<file path="src/rtl/fetch_pc_gen_if.sv">
// fetch_pc_gen_if: bundle between the PC generator and its neighbours.
// master drives stall/trap/redirect/predecode; slave (fetch_pc_gen) drives currPC and status.
interface fetch_pc_gen_if #(
   parameter int WIDTH = 32
);
   logic             StallF;
   logic             trap;
   logic             redirect;
   logic [WIDTH-1:0] redirectPC;
   logic             isCall;
   logic [WIDTH-1:0] callTarget;
   logic             isRet;
   logic [WIDTH-1:0] currPC;
   logic             pcValid;
   logic             redirectPending;
   logic             rasEmpty;
   logic             rasFull;

   modport master (
      output StallF, trap, redirect, redirectPC,
      output isCall, callTarget, isRet,
      input  currPC, pcValid, redirectPending,
      input  rasEmpty, rasFull
   );

   modport slave (
      input  StallF, trap, redirect, redirectPC,
      input  isCall, callTarget, isRet,
      output currPC, pcValid, redirectPending,
      output rasEmpty, rasFull
   );
endinterface

</file>
<file path="src/rtl/fetch_pc_gen.sv">
// fetch_pc_gen: IF-stage PC register with pending-redirect buffer and return stack.
// Ports: clk, rst_n (sync, active low); bus (slave) carries stall/trap/redirect/predecode in, PC/status out.
module fetch_pc_gen #(
   parameter int               WIDTH        = 32,
   parameter logic [WIDTH-1:0] RESET_VECTOR = 32'h00400020,
   parameter logic [WIDTH-1:0] TRAP_VECTOR  = 32'h80000180,
   parameter int               INCR         = 4,
   parameter int               RAS_DEPTH    = 4
) (
   input logic           clk,
   input logic           rst_n,
   fetch_pc_gen_if.slave bus
);
   localparam int PW = $clog2(RAS_DEPTH);
   localparam int CW = PW + 1;
   localparam logic [CW-1:0] FULL = CW'(RAS_DEPTH);

   logic [WIDTH-1:0] pc_q, pc_d;
   logic [WIDTH-1:0] pend_pc_q, pend_pc_d;
   logic [WIDTH-1:0] seq_pc;
   logic             valid_q;
   logic             pend_q, pend_d;
   logic [WIDTH-1:0] ras_q [RAS_DEPTH];
   logic [PW-1:0]    ptr_q, ptr_d, top_idx;
   logic [CW-1:0]    cnt_q, cnt_d;
   logic             push, pop;

   assign seq_pc  = pc_q + WIDTH'(INCR);
   // ptr_q is the next free slot, so the top lives one below it
   assign top_idx = ptr_q - PW'(1);

   always_comb begin
      pc_d      = pc_q;
      pend_d    = pend_q;
      pend_pc_d = pend_pc_q;
      push      = 1'b0;
      pop       = 1'b0;
      if (!valid_q) begin
         // first edge after reset: hold so RESET_VECTOR is fetched once
         pc_d = pc_q;
      end else if (bus.trap) begin
         pc_d   = TRAP_VECTOR;
         pend_d = 1'b0;
      end else if (bus.StallF) begin
         if (bus.redirect) begin
            pend_d    = 1'b1;
            pend_pc_d = bus.redirectPC;
         end
      end else if (bus.redirect) begin
         pc_d   = bus.redirectPC;
         pend_d = 1'b0;
      end else if (pend_q) begin
         pc_d   = pend_pc_q;
         pend_d = 1'b0;
      end else if (bus.isRet) begin
         // a return always suppresses a simultaneous call push
         if (cnt_q != '0) begin
            pop  = 1'b1;
            pc_d = ras_q[top_idx];
         end else begin
            pc_d = seq_pc;
         end
      end else if (bus.isCall) begin
         push = 1'b1;
         pc_d = bus.callTarget;
      end else begin
         pc_d = seq_pc;
      end
   end

   always_comb begin
      ptr_d = ptr_q;
      cnt_d = cnt_q;
      if (push) begin
         // full stack wraps and overwrites the oldest entry
         ptr_d = ptr_q + PW'(1);
         cnt_d = (cnt_q == FULL) ? cnt_q : cnt_q + CW'(1);
      end else if (pop) begin
         ptr_d = top_idx;
         cnt_d = cnt_q - CW'(1);
      end
   end

   always_ff @(posedge clk) begin
      if (!rst_n) begin
         pc_q      <= RESET_VECTOR;
         valid_q   <= 1'b0;
         pend_q    <= 1'b0;
         pend_pc_q <= '0;
         ptr_q     <= '0;
         cnt_q     <= '0;
      end else begin
         pc_q      <= pc_d;
         valid_q   <= 1'b1;
         pend_q    <= pend_d;
         pend_pc_q <= pend_pc_d;
         ptr_q     <= ptr_d;
         cnt_q     <= cnt_d;
      end
   end

   always_ff @(posedge clk) begin
      if (rst_n && push) begin
         ras_q[ptr_q] <= seq_pc;
      end
   end

   assign bus.currPC          = pc_q;
   assign bus.pcValid         = valid_q;
   assign bus.redirectPending = pend_q;
   assign bus.rasEmpty        = (cnt_q == '0);
   assign bus.rasFull         = (cnt_q == FULL);
endmodule
</file>
<file path="src/flat_wrapper.sv">
// flat-port wrapper written by rule: the top's interface ports become plain ports
module fetch_pc_gen_flat 
#(
   parameter int               WIDTH        = 32,
   parameter logic [WIDTH-1:0] RESET_VECTOR = 32'h00400020,
   parameter logic [WIDTH-1:0] TRAP_VECTOR  = 32'h80000180,
   parameter int               INCR         = 4,
   parameter int               RAS_DEPTH    = 4
)
  (clk, rst_n, bus_StallF, bus_trap, bus_redirect, bus_redirectPC, bus_isCall, bus_callTarget, bus_isRet, bus_currPC, bus_pcValid, bus_redirectPending, bus_rasEmpty, bus_rasFull);
  fetch_pc_gen_if #(.WIDTH(WIDTH)) bus_i ();
  input logic clk;
  input logic rst_n;
  input wire logic [$bits(bus_i.StallF)-1:0] bus_StallF;
  input wire logic [$bits(bus_i.trap)-1:0] bus_trap;
  input wire logic [$bits(bus_i.redirect)-1:0] bus_redirect;
  input wire logic [$bits(bus_i.redirectPC)-1:0] bus_redirectPC;
  input wire logic [$bits(bus_i.isCall)-1:0] bus_isCall;
  input wire logic [$bits(bus_i.callTarget)-1:0] bus_callTarget;
  input wire logic [$bits(bus_i.isRet)-1:0] bus_isRet;
  output wire logic [$bits(bus_i.currPC)-1:0] bus_currPC;
  output wire logic [$bits(bus_i.pcValid)-1:0] bus_pcValid;
  output wire logic [$bits(bus_i.redirectPending)-1:0] bus_redirectPending;
  output wire logic [$bits(bus_i.rasEmpty)-1:0] bus_rasEmpty;
  output wire logic [$bits(bus_i.rasFull)-1:0] bus_rasFull;
  assign bus_i.StallF = bus_StallF;
  assign bus_i.trap = bus_trap;
  assign bus_i.redirect = bus_redirect;
  assign bus_i.redirectPC = bus_redirectPC;
  assign bus_i.isCall = bus_isCall;
  assign bus_i.callTarget = bus_callTarget;
  assign bus_i.isRet = bus_isRet;
  assign bus_currPC = bus_i.currPC;
  assign bus_pcValid = bus_i.pcValid;
  assign bus_redirectPending = bus_i.redirectPending;
  assign bus_rasEmpty = bus_i.rasEmpty;
  assign bus_rasFull = bus_i.rasFull;
  fetch_pc_gen #(.WIDTH(WIDTH), .RESET_VECTOR(RESET_VECTOR), .TRAP_VECTOR(TRAP_VECTOR), .INCR(INCR), .RAS_DEPTH(RAS_DEPTH)) u_core (.clk(clk), .rst_n(rst_n), .bus(bus_i));
endmodule
</file>
<file path="config.mk">
export PLATFORM = sky130hd
export DESIGN_NAME = fetch_pc_gen_flat
export DESIGN_NICKNAME = d
export VERILOG_FILES = /design/src/rtl/fetch_pc_gen_if.sv /design/src/rtl/fetch_pc_gen.sv /design/src/flat_wrapper.sv
export SDC_FILE = /design/constraint.sdc
export NUM_CORES = 1
export LEC_CHECK = 0
export CAP_MARGIN = 0
export CORE_UTILIZATION = 31
export DETAILED_ROUTE_END_ITERATION = 10
export SLEW_MARGIN = 20
export SYNTH_ARGS = -nofsm -noshare
export SYNTH_HDL_FRONTEND = slang
export SYNTH_SLANG_ARGS = --single-unit
</file>
<file path="constraint.sdc">
create_clock -name clk -period 6.9 [get_ports clk]
set_input_delay 2.07 -clock clk [delete_from_list [all_inputs] [get_ports clk]]
set_output_delay 2.07 -clock clk [all_outputs]
set_load 0.02 [all_outputs]
</file>
==> out/metrics.yaml, run 1 <==
detailed_routing:
  drcViolationCount: 0
  via_count: 6662
  wl_per_cell_um: 22.18
  wirelength_um: 27260
  ant_nets: 0
  viasPerCell: 5.421
  drt_iter0_drc: 650
  drt_pass1_iterations: 5
clock_tree:
  cts_resized: 0
  cts_tree: "yes"
  clk_transition_reported_paths_ns: 0.06
  cts_setup_buffers: 0
  cts_buffer_depth: 2
  ctsHoldBuffers: 0
  numCtsBuffers: 17
  worstSkewPairLatency_ns: 0.43
  cts-root-buf: "clkbuf_16"
  cts.htree.levels: 4
  clock_sinks: 199
timing:
  maxSlewHeadroom: 0.3830
  fin_tns_setup_ns: 0
  finalSetupViolCount: 0
  fin_crit_sh: 0.7082
  fmax_ghz: 0.2046
  rsz0062_at_grt: "no"
  skew_ns: 0.009027
  layout_min_cycle_time_ns: 4.887
  hold_viol: 0
  final_max_slew_viol_count: 0
  worstMarginPinSlew_ns: 0.9242
  hold_ws_ns: 0.4556
layout:
  syn_to_final_growth_pct: 20.92
  nNetsFinal: 909
  drive_above_1_share: 0.1278
  antenna_cells: 0
  fin_area_sq_mm: 0.01105
placement:
  place_congestion: 0.7902
  dpl.hpwl_um: 18100
  io_buffers: 106
  placed_area_sq_mm: 0.01048
logic_synthesis:
  synthMuxAreaShare: 0.07997
  synth-seq-cells: 199
  ys_seq_area_frac: 0.5762
  synth_top_family_by_area: "compound AO/OA/AOI/OAI gates"
  ys_warn_count: 0
  synth_compound_gate_area_share: 0.1540
  yosys.area_share.simple: 0.1060
  ys.flop_type: "edfxtp_1"
  async_flop_share: 0
  synth-adder-area-share: 0.009037
  synth_cell_types: 73
  synth-edff-count: 128
  netlist_area_sq_mm: 0.009138
  syn-num-nets: 825
  syn_inst: 748
  avgSynthCellArea_sq_um: 12.22
  yosys.area_share.xor_xnor: 0.02684
grt:
  antenna_found_initial: 0
  grt_pass1_wl_um: 40820
  track_usage: 0.1834
  grt_start_max_net_pins: 46
  overflow: 0
  grt_pass1_vias: 6438
critical_path:
  startpoint_type: "input port"
  crit_path_end_kind: "register"
  worstPathRequired_ns: 7.00
  critPathKind: "in2reg"
  path_max_fanout: 20
  cp-startpoint: "bus_trap"
  r2r_cells: 9
  worstSetupEndpoint: "u_core.ras_q[3][19]"
  worst_r2r_endpoint: "u_core.bus.currPC[2]"
  rrSetupSlack_ns: 3.54
  r2r_start: "u_core.ptr_q[0]"
  arrival_ns: 4.99
die:
  initial_core_util: 0.3166
  std_cell_rows: 62
  die_height_um: 173.7
  pin_count: 107
  die-area_sq_mm: 0.03017
  core_sq_mm: 0.02886
  fp.dieW_um: 173.7
run_status:
  status: "complete, no violations"
pwr:
  pwr_density_cell_mw_per_mm2: 231.6
  peakVddDrop_mv: 0.1725
  p_leak_nw: 3.447
flow_run:
  max_cap_viol_count: 0
worst_hold_path:
  hold_path.class: "reg2reg"
## worst max-delay path: stages
cell	delay, ns
clkdlybuf4s50_1	0.78
or3_1	0.56
nor3_1	0.40
and3_1	0.72
buf_4	0.43
## logic make-up (layout without fill, tap and decap cells)
kind of cell	Yosys count	after routing
multiplexers	33	33
AO/OA/AOI/OAI	203	203
flip-flops	199	199
buffers and inverters	81	178
XOR/XNOR	28	28
adder cells (fa/ha/maj)	6	6
AND/OR/NAND/NOR	198	198
## placed cells by master (no fill, tap or decap), types with 8 or more instances in the layout
cell type,netlist,layout
a21oi_1,69,69
a221oi_1,25,25
buf_4,4,18
clkbuf_16,0,17
clkdlybuf4s50_1,0,106
dfxtp_1,71,70
edfxtp_1,128,128
inv_1,21,21
mux4_2,32,32
nand2_1,96,96
nand3_1,12,12
nand4_1,8,8
nor2_1,26,26
nor3_1,9,9
nor4_1,8,8
o21ai_0,29,29
o221a_2,12,12
o221ai_1,11,11
xnor2_1,17,17
xor2_1,11,11
## worst min-delay path by stage
stage,from,end,slack [ns],depth (start not counted)
2_1_floorplan,u_core.pend_pc_q[31],u_core.pend_pc_q[31],0.43,2
3_3_place_gp,u_core.pend_pc_q[7],u_core.pend_pc_q[7],0.44,2
3_5_place_dp,u_core.pend_pc_q[24],u_core.pend_pc_q[24],0.45,2
4_1_cts,u_core.pend_pc_q[24],u_core.pend_pc_q[24],0.46,2
5_1_grt,u_core.pend_pc_q[12],u_core.pend_pc_q[12],0.47,2
6_report,u_core.pend_pc_q[16],u_core.pend_pc_q[16],0.46,2
## final cells by class
| cell class | count | area [sq um] |
|---|---|---|
| Inverter | 22 | 82.58 |
| Tap cell | 384 | 480.5 |
| Sequential cell | 199 | 5266 |
| Fill cell | 2771 | 17810 |
| Multi-Input combinational cell | 468 | 3451 |
| Clock inverter | 13 | 130.1 |
| Timing Repair Buffer | 124 | 1196 |
| Clock buffer | 19 | 442.9 |
## power breakdown
group | leakage [nW] | switching (mW) | internal, mW
combinational | 1.46 | 0.148 | 0.113
sequential | 1.72 | 0.0325 | 1.29
clock | 0.273 | 0.436 | 0.541
## metal layers
metal	vias up	global-route usage	share of wire
met5	-	0	0
met4	0	0.06835	0.029
met3	30	0.03399	0.071
met2	268	0.2908	0.47
met1	3325	0.2493	0.42
li1	3039	-	-
## flip-flops by register name, indices dropped and copies added, names as in the netlist
register                    flops
u_core.bus.redirectPending      1
u_core.cnt_q                    3
u_core.ras_q                  128
u_core.bus.pcValid              1
u_core.bus.currPC              32
u_core.ptr_q                    2
u_core.pend_pc_q               32
## through the flow
step,power (mW),cells,worst slack (ns),utilization
after floorplan,1.475,748,2.670,-
after detailed placement,1.607,1197,1.557,0.3630
final,2.559,1229,2.013,0.3829
after global placement,1.606,1197,1.677,0.3630
after global routing,2.639,1229,1.807,0.3829
after CTS,2.573,1229,2.011,0.3829
## synth_stat cells (4+ instances only)
master,count,share of area
mux4_2,32,0.079
xor2_1,11,0.011
clkbuf_1,40,0.016
dfxtp_1,71,0.16
nor4_1,8,0.0055
a221oi_1,25,0.024
o221a_2,12,0.015
nand2b_1,6,0.0041
o31a_1,6,0.0058
nand4_1,8,0.0055
nand3_1,12,0.0066
clkbuf_8,7,0.011
o211ai_1,6,0.0049
xnor2_1,17,0.016
o221ai_1,11,0.011
nand2_1,96,0.039
a31oi_1,4,0.0027
buf_4,4,0.0033
edfxtp_1,128,0.42
a21oi_1,69,0.038
a211oi_1,4,0.0033
o21ai_0,29,0.016
a22oi_1,4,0.0033
nor3_1,9,0.0049
o21a_1,6,0.0049
inv_1,21,0.0086
and3_1,6,0.0041
nor2_1,26,0.011
ha_1,5,0.0068
(Power assumes the default switching activity.)
==> inputs of run 2 (changes only) <==
- clock period: 6.9 -> 4.25 ns (I/O delays scaled with it)
==> out/metrics.yaml, run 2 (synthesized netlist as in run 1, its figures left out) <==
run_status:
  status: "complete, no violations"
detailed_routing:
  wl_per_cell_um: 22.27
  wirelength_um: 27570
  ant_nets: 0
  viasPerCell: 5.425
  via_count: 6716
  drt_pass1_iterations: 5
  drcViolationCount: 0
  drt_iter0_drc: 574
die:
  std_cell_rows: 62
  core_sq_mm: 0.02886
  initial_core_util: 0.3166
  die-area_sq_mm: 0.03017
  pin_count: 107
  die_height_um: 173.7
  fp.dieW_um: 173.7
timing:
  fin_crit_sh: 0.8049
  maxSlewHeadroom: 0.4081
  finalSetupViolCount: 0
  fin_ws_ns: 0.8293
  layout_min_cycle_time_ns: 3.421
  skew_ns: 0.01139
  hold_viol: 0
  fmax_ghz: 0.2923
  fin_tns_setup_ns: 0
  rsz0062_at_grt: "no"
  worstMarginPinSlew_ns: 0.8850
  final_max_slew_viol_count: 0
placement:
  place_congestion: 0.8436
  placed_area_sq_mm: 0.01059
  dpl.hpwl_um: 18610
  io_buffers: 106
  post-place-ws_ns: 0.3605
worst_hold_path:
  holdPathEnd: "u_core.pend_pc_q[7]"
  hp-start: "u_core.pend_pc_q[7]"
  holdPathStages: 2
  hold_path.class: "reg2reg"
critical_path:
  max_stage_delay_ns: 0.45
  worstPathRequired_ns: 4.57
  startpoint_type: "input port"
  crit_path_top_delay_cell: "or3_1"
  cp_num_cells: 9
  crit_path_end_kind: "register"
  rrSetupSlack_ns: 1.18
  path_buf_inv: 2
  critPathKind: "in2reg"
  worst_r2r_endpoint: "u_core.bus.currPC[7]"
  r2r_cells: 8
  arrival_ns: 3.74
  cpLargestDelayFamily: "simple AND/OR/NAND/NOR gates"
  path_max_fanout: 5
  crit_chain: "clkdlybuf4s50_1, or3_1, nor3_1, inv_1, fa_1, o31a_1, a2111oi_0, xnor2_1, nor2_1"
  r2r_start: "u_core.ptr_q[0]"
layout:
  top_register: "u_core.ras_q"
  drive_above_1_share: 0.1417
  mostFrequentLayoutCells: "edfxtp_1, clkdlybuf4s50_1, nand2_1"
  largest_register_ff_count: 128
  nNetsFinal: 918
  antenna_cells: 0
  syn_to_final_growth_pct: 22.84
  fin_area_sq_mm: 0.01122
  utilization: 0.3890
  layout.cells.most_common: "edfxtp_1"
grt:
  met3_usage: 0.03289
  grtUsageMet2: 0.2940
  grt_pass1_vias: 6490
  grt_pass1_wl_um: 40880
  busiest_layer: "met2"
  track_usage: 0.1827
  met1_usage: 0.2486
  antenna_found_initial: 0
  overflow: 0
  grt_start_max_net_pins: 33
clock_tree:
  cts.htree.levels: 4
  worstSkewPairLatency_ns: 0.44
  clock_sinks: 199
  numCtsBuffers: 17
  ctsHoldBuffers: 0
  cts_buffer_depth: 2
  cts_setup_buffers: 0
  cts_tree: "yes"
  cts_resized: 0
  cts-root-buf: "clkbuf_16"
  clk_transition_reported_paths_ns: 0.07
pwr:
  pwr_density_cell_mw_per_mm2: 380.8
  p_leak_nw: 3.538
  p_total_mw: 4.274
  peakVddDrop_mv: 0.2353
flow_run:
  max_cap_viol_count: 0
## run 2: cell types whose count changed in the layout (fill, tap and decap cells not counted), sizes merged
cell,delta
buf,+9
bufinv,-1
clkbuf,+4
clkinv,-6
clkinvlp,-1
inv,+4
## run 2: final cells by class
cell class | instances | area [sq um]
Clock buffer | 23 | 536.8
Multi-Input combinational cell | 468 | 3451
Tap cell | 384 | 480.5
Sequential cell | 199 | 5266
Inverter | 22 | 82.58
Timing Repair Buffer | 133 | 1314
Clock inverter | 9 | 93.84
Fill cell | 2772 | 17630
## run 2: power breakdown
part	internal [mW]	switching, mW
clock	0.966	0.737
sequential	2.09	0.0529
combinational	0.189	0.238
total	3.25	1.03
## run 2: tightest hold or removal path, delay by kind of cell (launching register included)
kind            cells  cell delay, ns
simple gates        1            0.05
compound gates      1            0.05
flops               1            0.31
## run 2: routing by layer
layer | part of all wire | vias to the layer above
li1 | - | 3056
met1 | 0.45 | 3392
met4 | 0.024 | 0
met3 | 0.057 | 28
met5 | 0 | -
met2 | 0.47 | 240
## run 2: worst max-delay path by stage
stage	slack, ns	endpoint	startpoint
after floorplan	0.79	u_core.bus.currPC[8]	u_core.ptr_q[0]
after global placement	0.35	u_core.cnt_q[2]	bus_redirect
after detailed placement	0.36	u_core.cnt_q[2]	bus_redirect
after CTS	0.83	u_core.cnt_q[2]	bus_redirect
after global routing	0.60	u_core.cnt_q[2]	bus_redirect
final	0.83	u_core.cnt_q[2]	bus_redirect
## run 2: per-stage QoR
step,std cells,hold slack [ns]
floorplan,748,0.4312
global placement,1206,0.4390
detailed placement,1206,0.4417
CTS,1238,0.4512
global route,1238,0.4709
finish,1238,0.4509
